--- config.mk ---
export PLATFORM = sky130hd
export DESIGN_NAME = mem_port_arbiter
export DESIGN_NICKNAME = d
export VERILOG_FILES = /design/src/rtl/mem_port_arbiter.sv
export SDC_FILE = /design/constraint.sdc
export NUM_CORES = 1
export LEC_CHECK = 0
export ABC_AREA = 1
export CAP_MARGIN = 0
export CORE_MARGIN = 2
export CORE_UTILIZATION = 42
export CTS_CLUSTER_DIAMETER = 120
export DETAILED_ROUTE_END_ITERATION = 6
export PLACE_DENSITY = 0.9
export SLEW_MARGIN = 20
export SYNTH_ARGS = -nofsm -noshare
export SYNTH_HDL_FRONTEND = slang
export SYNTH_SLANG_ARGS = --single-unit
--- constraint.sdc ---
create_clock -name Clk -period 6.06 [get_ports Clk]
set_input_delay 1.212 -clock Clk [delete_from_list [all_inputs] [get_ports Clk]]
set_output_delay 1.212 -clock Clk [all_outputs]
set_load 0.02 [all_outputs]
--- src/rtl/mem_port_arbiter.sv ---
// ---------------------------------------------------------------------------
// mem_port_arbiter
//   Shares one RAM port between two masters that each speak the MFA/MFC
//   four-phase handshake. M0 is the control unit's MAR/MBR port, M1 is the
//   DMA / program-loader port. Requests are arbitrated round-robin. The
//   granted master's address, control and write data are registered onto
//   the RAM side. Read data is latched per master. A watchdog aborts any
//   RAM access that never completes.
//
// Ports
//   Clk, Reset             clock (posedge), asynchronous active-high reset
//   M0_* / M1_*            master handshake: MFA, RW, WB, ADDR, WDATA in;
//                          RDATA, MFC out
//   RAM_MFA/RW/WB/ADDR/WDATA  registered request to the RAM
//   RAM_RDATA, RAM_MFC     RAM read data and completion
//   GRANT                  one-hot current owner, 00 when idle
//   TIMEOUT                one-cycle pulse when the watchdog aborts an access
// ---------------------------------------------------------------------------
module mem_port_arbiter #(
  parameter int ADDR_W = 32,
  parameter int DATA_W = 32,
  parameter int TO_CYC = 64
) (
  input  logic              Clk,
  input  logic              Reset,
  input  logic              M0_MFA,
  input  logic              M0_RW,
  input  logic              M0_WB,
  input  logic [ADDR_W-1:0] M0_ADDR,
  input  logic [DATA_W-1:0] M0_WDATA,
  output logic [DATA_W-1:0] M0_RDATA,
  output logic              M0_MFC,
  input  logic              M1_MFA,
  input  logic              M1_RW,
  input  logic              M1_WB,
  input  logic [ADDR_W-1:0] M1_ADDR,
  input  logic [DATA_W-1:0] M1_WDATA,
  output logic [DATA_W-1:0] M1_RDATA,
  output logic              M1_MFC,
  output logic              RAM_MFA,
  output logic              RAM_RW,
  output logic              RAM_WB,
  output logic [ADDR_W-1:0] RAM_ADDR,
  output logic [DATA_W-1:0] RAM_WDATA,
  input  logic [DATA_W-1:0] RAM_RDATA,
  input  logic              RAM_MFC,
  output logic [1:0]        GRANT,
  output logic              TIMEOUT
);

  localparam int WD_W = $clog2(TO_CYC);
  localparam logic [WD_W-1:0] WD_LAST = WD_W'(TO_CYC - 1);

  typedef enum logic [1:0] {
    IDLE  = 2'd0,
    ISSUE = 2'd1,
    ACK   = 2'd2
  } state_t;

  state_t            state, state_nxt;
  logic              last_m1, last_m1_nxt;
  logic [WD_W-1:0]   wd_cnt, wd_cnt_nxt;
  logic [1:0]        grant_nxt;
  logic              ram_mfa_nxt, ram_rw_nxt, ram_wb_nxt;
  logic [ADDR_W-1:0] ram_addr_nxt;
  logic [DATA_W-1:0] ram_wdata_nxt;
  logic [DATA_W-1:0] m0_rdata_nxt, m1_rdata_nxt;
  logic              m0_mfc_nxt, m1_mfc_nxt;
  logic              timeout_nxt;
  logic              pick_m1;
  logic              owner_mfa;

  // State and every output are registered; reset clears them immediately
  // so an in-flight access is dropped without waiting for a clock edge.
  // last_m1 resets to 1 so that M0 wins the first tie.
  always_ff @(posedge Clk or posedge Reset) begin
    if (Reset) begin
      state     <= IDLE;
      last_m1   <= 1'b1;
      wd_cnt    <= '0;
      GRANT     <= 2'b00;
      RAM_MFA   <= 1'b0;
      RAM_RW    <= 1'b0;
      RAM_WB    <= 1'b0;
      RAM_ADDR  <= '0;
      RAM_WDATA <= '0;
      M0_RDATA  <= '0;
      M1_RDATA  <= '0;
      M0_MFC    <= 1'b0;
      M1_MFC    <= 1'b0;
      TIMEOUT   <= 1'b0;
    end else begin
      state     <= state_nxt;
      last_m1   <= last_m1_nxt;
      wd_cnt    <= wd_cnt_nxt;
      GRANT     <= grant_nxt;
      RAM_MFA   <= ram_mfa_nxt;
      RAM_RW    <= ram_rw_nxt;
      RAM_WB    <= ram_wb_nxt;
      RAM_ADDR  <= ram_addr_nxt;
      RAM_WDATA <= ram_wdata_nxt;
      M0_RDATA  <= m0_rdata_nxt;
      M1_RDATA  <= m1_rdata_nxt;
      M0_MFC    <= m0_mfc_nxt;
      M1_MFC    <= m1_mfc_nxt;
      TIMEOUT   <= timeout_nxt;
    end
  end

  // Next-state and next-output logic. Everything holds by default except
  // TIMEOUT, which is a single-cycle pulse.
  always_comb begin
    state_nxt     = state;
    last_m1_nxt   = last_m1;
    wd_cnt_nxt    = wd_cnt;
    grant_nxt     = GRANT;
    ram_mfa_nxt   = RAM_MFA;
    ram_rw_nxt    = RAM_RW;
    ram_wb_nxt    = RAM_WB;
    ram_addr_nxt  = RAM_ADDR;
    ram_wdata_nxt = RAM_WDATA;
    m0_rdata_nxt  = M0_RDATA;
    m1_rdata_nxt  = M1_RDATA;
    m0_mfc_nxt    = M0_MFC;
    m1_mfc_nxt    = M1_MFC;
    timeout_nxt   = 1'b0;
    pick_m1       = M1_MFA && (!M0_MFA || !last_m1);
    owner_mfa     = GRANT[1] ? M1_MFA : M0_MFA;

    case (state)
      IDLE: begin
        // A stale RAM_MFC left over from a previous access would complete
        // the next one instantly, so no grant is issued while it is high.
        if (!RAM_MFC && (M0_MFA || M1_MFA)) begin
          grant_nxt     = pick_m1 ? 2'b10 : 2'b01;
          ram_mfa_nxt   = 1'b1;
          ram_rw_nxt    = pick_m1 ? M1_RW    : M0_RW;
          ram_wb_nxt    = pick_m1 ? M1_WB    : M0_WB;
          ram_addr_nxt  = pick_m1 ? M1_ADDR  : M0_ADDR;
          ram_wdata_nxt = pick_m1 ? M1_WDATA : M0_WDATA;
          wd_cnt_nxt    = '0;
          state_nxt     = ISSUE;
        end
      end

      ISSUE: begin
        if (RAM_MFC) begin
          ram_mfa_nxt = 1'b0;
          if (GRANT[0]) begin
            m0_mfc_nxt = 1'b1;
            if (RAM_RW) m0_rdata_nxt = RAM_RDATA;
          end
          if (GRANT[1]) begin
            m1_mfc_nxt = 1'b1;
            if (RAM_RW) m1_rdata_nxt = RAM_RDATA;
          end
          state_nxt = ACK;
        end else if (wd_cnt == WD_LAST) begin
          // Abort: the master still gets its completion so it never hangs,
          // and a read returns all-ones as a recognisable poison value.
          ram_mfa_nxt = 1'b0;
          timeout_nxt = 1'b1;
          if (GRANT[0]) begin
            m0_mfc_nxt = 1'b1;
            if (RAM_RW) m0_rdata_nxt = '1;
          end
          if (GRANT[1]) begin
            m1_mfc_nxt = 1'b1;
            if (RAM_RW) m1_rdata_nxt = '1;
          end
          state_nxt = ACK;
        end else begin
          wd_cnt_nxt = wd_cnt + WD_W'(1);
        end
      end

      ACK: begin
        // Both the master and the RAM must have released their side before
        // the port is reused, otherwise a lingering RAM_MFC would leak into
        // the next access.
        if (!owner_mfa && !RAM_MFC) begin
          m0_mfc_nxt  = 1'b0;
          m1_mfc_nxt  = 1'b0;
          grant_nxt   = 2'b00;
          last_m1_nxt = GRANT[1];
          state_nxt   = IDLE;
        end
      end

      default: begin
        state_nxt = IDLE;
      end
    endcase
  end

endmodule
# Yosys cells after proc, flatten, opt, wreduce, memory -nomap -nowiden
# Index checks and enable logic that the tools add are counted.
[classes] eq_ne=10 div_mod_pow=0 reduce_logical=23 addsub=1 bitwise=0 shifts=0 n_lt_le_gt_ge=0 mux=43 n_mul=0
[ops] operator="$mux W32" count=12
[ops] operator="$mux W6" count=3
[ops] operator="$mux W1" count=16
[ops] operator="$mux W2" count=6
[ops] operator="$ne A2 B2 Y1 const B" count=6
[ops] operator="$pmux W6 S2" count=1
[ops] operator="$reduce_and A3 Y1" count=4
[ops] operator="$reduce_and A5 Y1" count=2
[ops] operator="$reduce_bool A2 Y1" count=4
[ops] operator="$add A6 B1 Y6 const B" count=1
[ops] operator="$eq A6 B6 Y1 const B" count=1
[ops] operator="$pmux W1 S2" count=3
[ops] operator="$pmux W2 S3" count=1
[ops] operator="$logic_not A1 Y1" count=4
[ops] operator="$pmux W2 S2" count=1
[ops] operator="$reduce_and A2 Y1" count=2
[ops] operator="$reduce_and A4 Y1" count=1
[ops] operator="$logic_and A1 B1 Y1" count=3
[ops] operator="$ne A3 B3 Y1 const B" count=1
[ops] operator="$eq A2 B1 Y1 const B" count=1
[ops] operator="$eq A2 B2 Y1 const B" count=1
[ops] operator="$logic_not A2 Y1" count=1
[ops] operator="$logic_or A1 B1 Y1" count=2
[word_totals] out_inout_bits=136 ram_bits=0 rom_bits=0 latch_bits=0 inputBits=169 elab_cells=91 register_bits=145 memories=0

# Longest topological paths before layout
[logic_depth] depth_word=6 ltp_mapped=9 depth_no_buf=8

# Worst setup path before layout
# Ideal clock, no wire load.
[synth_path] kind="input to register" startpoint="input port RAM_MFC" endpoint="register M0_RDATA[0]" path_slack_ps=3933 required_time_ps=5940 stages=7 setup_ps=120 arrival_ps=2007 path_buffers=2 path_cell_list="inv_2 buf_4 nor2_1 nor2_1 nand3_4 buf_6 a21oi_2"
[synth_via] elab_chain_len=2 word_cells_on_any_way=4 cone_classes="eq/ne: 1; mux: 1; reduce/logical: 2"
[synth_lines] element="start, declared" line_no="46" text="input logic RAM_MFC,"
[synth_lines] element="$ne A2 B2 Y1 (no source line) / $reduce_bool A2 Y1 (equally long branches)"
[synth_lines] element="$reduce_and A5 Y1 (no source line)"
[synth_lines] element="end signal, assigned" line_no="102" text="M0_RDATA <= m0_rdata_nxt;"
[synth_lines] element="end, declared" line_no="31" text="output logic [DATA_W-1:0] M0_RDATA,"
# Parallel ways exist; a longest one is shown, timed or not.
# A chain may end at the register's enable or synchronous reset.

# Worst setup path in the final report
[layout_path] startpoint="input port RAM_MFC" endpoint="register wd_cnt[0]"
[layout_via] elab_chain_len=4 word_cells_on_any_way=5 cone_classes="eq/ne: 2; reduce/logical: 3"
[layout_lines] element="$logic_not A1 Y1" line_no="134" text="if (!RAM_MFC && (M0_MFA || M1_MFA)) begin"
[layout_lines] element="$logic_and A1 B1 Y1" line_no="134"
[layout_lines] element="$ne A2 B2 Y1 (no source line)"
[layout_lines] element="$reduce_and A4 Y1 (no source line) *"
[layout_lines] element="end signal, assigned" line_no="95" text="wd_cnt <= wd_cnt_nxt;"
[layout_lines] element="end, declared" line_no="62" text="logic [WD_W-1:0] wd_cnt, wd_cnt_nxt;"
# Mark *: on every way between the ends. The rest lies on a longest branch, timed or not.

==> qor.csv <==
stage,metric,value,unit
clock_tree,clk_pin_slew,0.06,ns
global_route,global_route.usage.total,24.2,%
placed_design,io_buffers,304,
worst_setup_path,nature_of_the_critical_path_startpoint,input port,
global_route,globalRouteMet1Util,29.5,%
synth,post-synth-top-area-cell,sky130_fd_sc_hd__dfrtp_1,
sta,rsz0062_at_grt,no,
synth,yosys_reg_bits,145,
sta,skew,0.00746,ns
synth,synth.cell_area,6710,um^2
routing,drtAntennaViolNets,0,
placed_design,placed_area,9770,um^2
synth,mappedNetlistNets,945,
synth,ys_types,30,
synth,share_of_the_yosys_chip_area_belonging_to_registers,54.1,%
layout,area_delta_synth_final,55.5,%
floorplanning,initial_core_util,42.6,%
layout,num_antenna_cells,0,
worst_setup_path,max_stage_delay,0.89,ns
global_route,global_route_overflow,0,
global_route,largest_net_degree_at_the_start_of_global_routing,109,
sta,final_critical_path_setup_slack,1.95,ns
worst_setup_path,timing.critical_path.mode_cell,sky130_fd_sc_hd__o21ai_0,
sta,clock.fmax,243,MHz
routing,vias,6483,
routing,drcViolationCount,0,
worst_hold_path,hp-start,M1_RDATA[26],
floorplanning,die-width,130,um
floorplanning,std_cell_rows,46,
sta,fin_setup_tns,0,ns
layout,final_nets,1221,
synth,synth-edff-count,0,
floorplanning,die_outline_area,17000,um^2
floorplanning,placeableCoreArea,15800,um^2
global_route,grt_peak_use_layer,met2,
synth,post_synth.cell_area_avg,8.66,um^2
sta,period_share,67.9,%
synth,post-synth-top-area-fraction,53.7,%
power,leakage,4.59,nW
global_route,global_route_wire_length_before_repair,31700,um
sta,final-hold-violation-count,0,
clock_tree,cts_hold_buf,0,
sta,drv_slew,0,
synth,post-synth-top-count-cell,sky130_fd_sc_hd__nand2_1,
floorplanning,io-pin-count,305,
layout,drive_gt1_share,10.8,%
routing,route.detailed.vias_per_inst,5.07,
synth,synth_top_area_cells,"sky130_fd_sc_hd__dfrtp_1 54%, sky130_fd_sc_hd__nand2_1 8.7%, sky130_fd_sc_hd__o21ai_0 8.2%",
synth,synthArstFlopShare,100,%
worst_setup_path,crit_path_cell_trace,clkdlybuf4s50_1 > inv_2 > nand3_1 > nor2_4 > buf_4 > clkinv_2 > o21ai_0 > o21ai_0,
clock_tree,cts_buffers,17,
clock_tree,cts_setup_buffers,0,
worst_setup_path,path_type_of_the_worst_setup_path,input port to flop,
synth,synthesis.instances,775,
clock_tree,cts_root_buffer,sky130_fd_sc_hd__clkbuf_16,
worst_setup_path,crit_path_max_fanout,71,
power,power-per-cell-area,490,nW/um^2
worst_setup_path,cp.arrival,4.40,ns
worst_setup_path,cp_data_required_time,6.35,ns
flow_run,max_cap_viol_count,0,
clock_tree,tritoncts_clock_tree,yes,
clock_tree,clockBufferDepth,2,
sta,period_minus_slack,4.11,ns
global_route,number_of_global_route_vias_before_repair,6257,
synth,synth_warnings,0,
placed_design,gpl.final_weighted_congestion,0.820,
layout,final_cell_area,10400,um^2
clock_tree,clk_latency_worst_skew_pair,0.42,ns
outcome,status,completed,
routing,detail_route.first_pass.iterations,5,
worst_setup_path,cp-end-kind,flop,
global_route,global_route.usage.met2,40.4,%
clock_tree,tritoncts_num_sinks,145,
placed_design,hpwl,14600,um
global_route,grt_antenna_before_repair,0,
clock_tree,htreeDepth,4,
clock_tree,cts_resized,0,
power,vdd_ir_drop_max,207,uV
synth,synth-main-ff-cell,sky130_fd_sc_hd__dfrtp_1,
sta,relSlewSlack,35.2,%
worst_hold_path,hold_wc_path_type,flop to flop,
routing,detailedRoute.firstIterationViolations,332,
worst_setup_path,worst_r2r_startpoint,state[1],
placed_design,detailedPlace.worstSlack,1.87,ns
sta,worstMarginPinSlew,0.971,ns
worst_setup_path,startpoint,RAM_MFC,
worst_setup_path,worst_path_max_delay_cell,sky130_fd_sc_hd__clkinv_2,
synth,synth_common_cells,"156 x sky130_fd_sc_hd__nand2_1, 144 x sky130_fd_sc_hd__dfrtp_1, 110 x sky130_fd_sc_hd__o21ai_0",
routing,finalWirelength,21100,um
routing,drt-wirelength-per-cell,16.5,um
sta,worst_hold_margin,0.477,ns
global_route,grt_util_met3,6.88,%
floorplanning,die-height,130,um
sta,final-setup-viol-count,0,
[through the flow]
stage | utilization, % | power (W) | std cells
after global routing | 66.2 | 0.00538 | 1279
after detailed placement | 61.9 | 0.00397 | 1247
after floorplan | - | 0.00280 | 775
after global placement | 61.9 | 0.00390 | 1247
after CTS | 66.0 | 0.00514 | 1278
final | 66.2 | 0.00512 | 1279
[power by group]
part | leakage (nW) | switching [W] | internal [W]
combinational | 2.56 | 0.00125 | 0.00105
sequential | 1.72 | 0.000265 | 0.00140
clock | 0.305 | 0.000410 | 0.000749
total | 4.59 | 0.00192 | 0.00319
[critical path, delay by kind of cell]
kind	cells	cell delay, ns
compound gates	2	0.54
buf+inv	4	2.25
simple gates	2	0.36
[kinds of logic (layout without fill, tap and decap cells)]
| group | after synthesis | count (layout) | share of synthesized area, % |
|---|---|---|---|
| XOR/XNOR | 1 | 1 | 0.130 |
| flip-flops | 145 | 145 | 54.1 |
| adder cells (fa/ha/maj) | 1 | 1 | 0.186 |
| buffers and inverters | 98 | 386 | 6.86 |
| AND/OR/NAND/NOR | 356 | 356 | 24.0 |
| AO/OA/AOI/OAI | 174 | 174 | 14.7 |
[routing by layer]
layer  up-vias  routed length [um]  share of wire (%)
met5         -                   0                  0
met4         0                 677                3.2
met3        43                1920                9.1
met2       338               10300                 49
met1      3028                8140                 39
li1       3074                   -                  -
[sequential cells by signal, indices dropped and copies added (netlist names), 2 cells and up]
| name | flops |
|---|---|
| M1_RDATA | 32 |
| wd_cnt | 6 |
| GRANT | 2 |
| RAM_WDATA | 32 |
| state | 2 |
| RAM_ADDR | 32 |
| M0_RDATA | 32 |
[path summary, 6_finish.rpt]
kind                                 to  slack [ns]  depth (start not counted)
max                           wd_cnt[0]        1.95                          8
min                        M1_RDATA[26]        0.48                          2
max reg2reg                   wd_cnt[0]        3.26                          7
min reg2reg                M1_RDATA[26]        0.48                          2
max in group asynchronous       last_m1        3.68                          4
min in group asynchronous   RAM_ADDR[1]        1.15                          2
[final cells by class]
| cell class | instances | area, um^2 |
|---|---|---|
| Clock buffer | 21 | 460 |
| Sequential cell | 145 | 3630 |
| Tap cell | 216 | 270 |
| Fill cell | 1262 | 5330 |
| Timing Repair Buffer | 308 | 3090 |
| Clock inverter | 10 | 183 |
| Multi-Input combinational cell | 532 | 2620 |
| Inverter | 47 | 183 |
[placed cells by master, fill, tap and decap left out, drive strengths merged]
cell type and count:
nand4 33, nor2 114, nand3 14, clkinv 3
clkdlybuf4s50 304, a21boi 2, buf 4, clkbuf 21
nand3b 2, bufinv 5, or2 32, dfrtp 144
dfstp 1, o22ai 1, a21oi 32, nand2 161
inv 46, o21ai 139, clkinvlp 3, ha 1
xor2 1
Note: power is estimated with default switching activity, not from simulation.
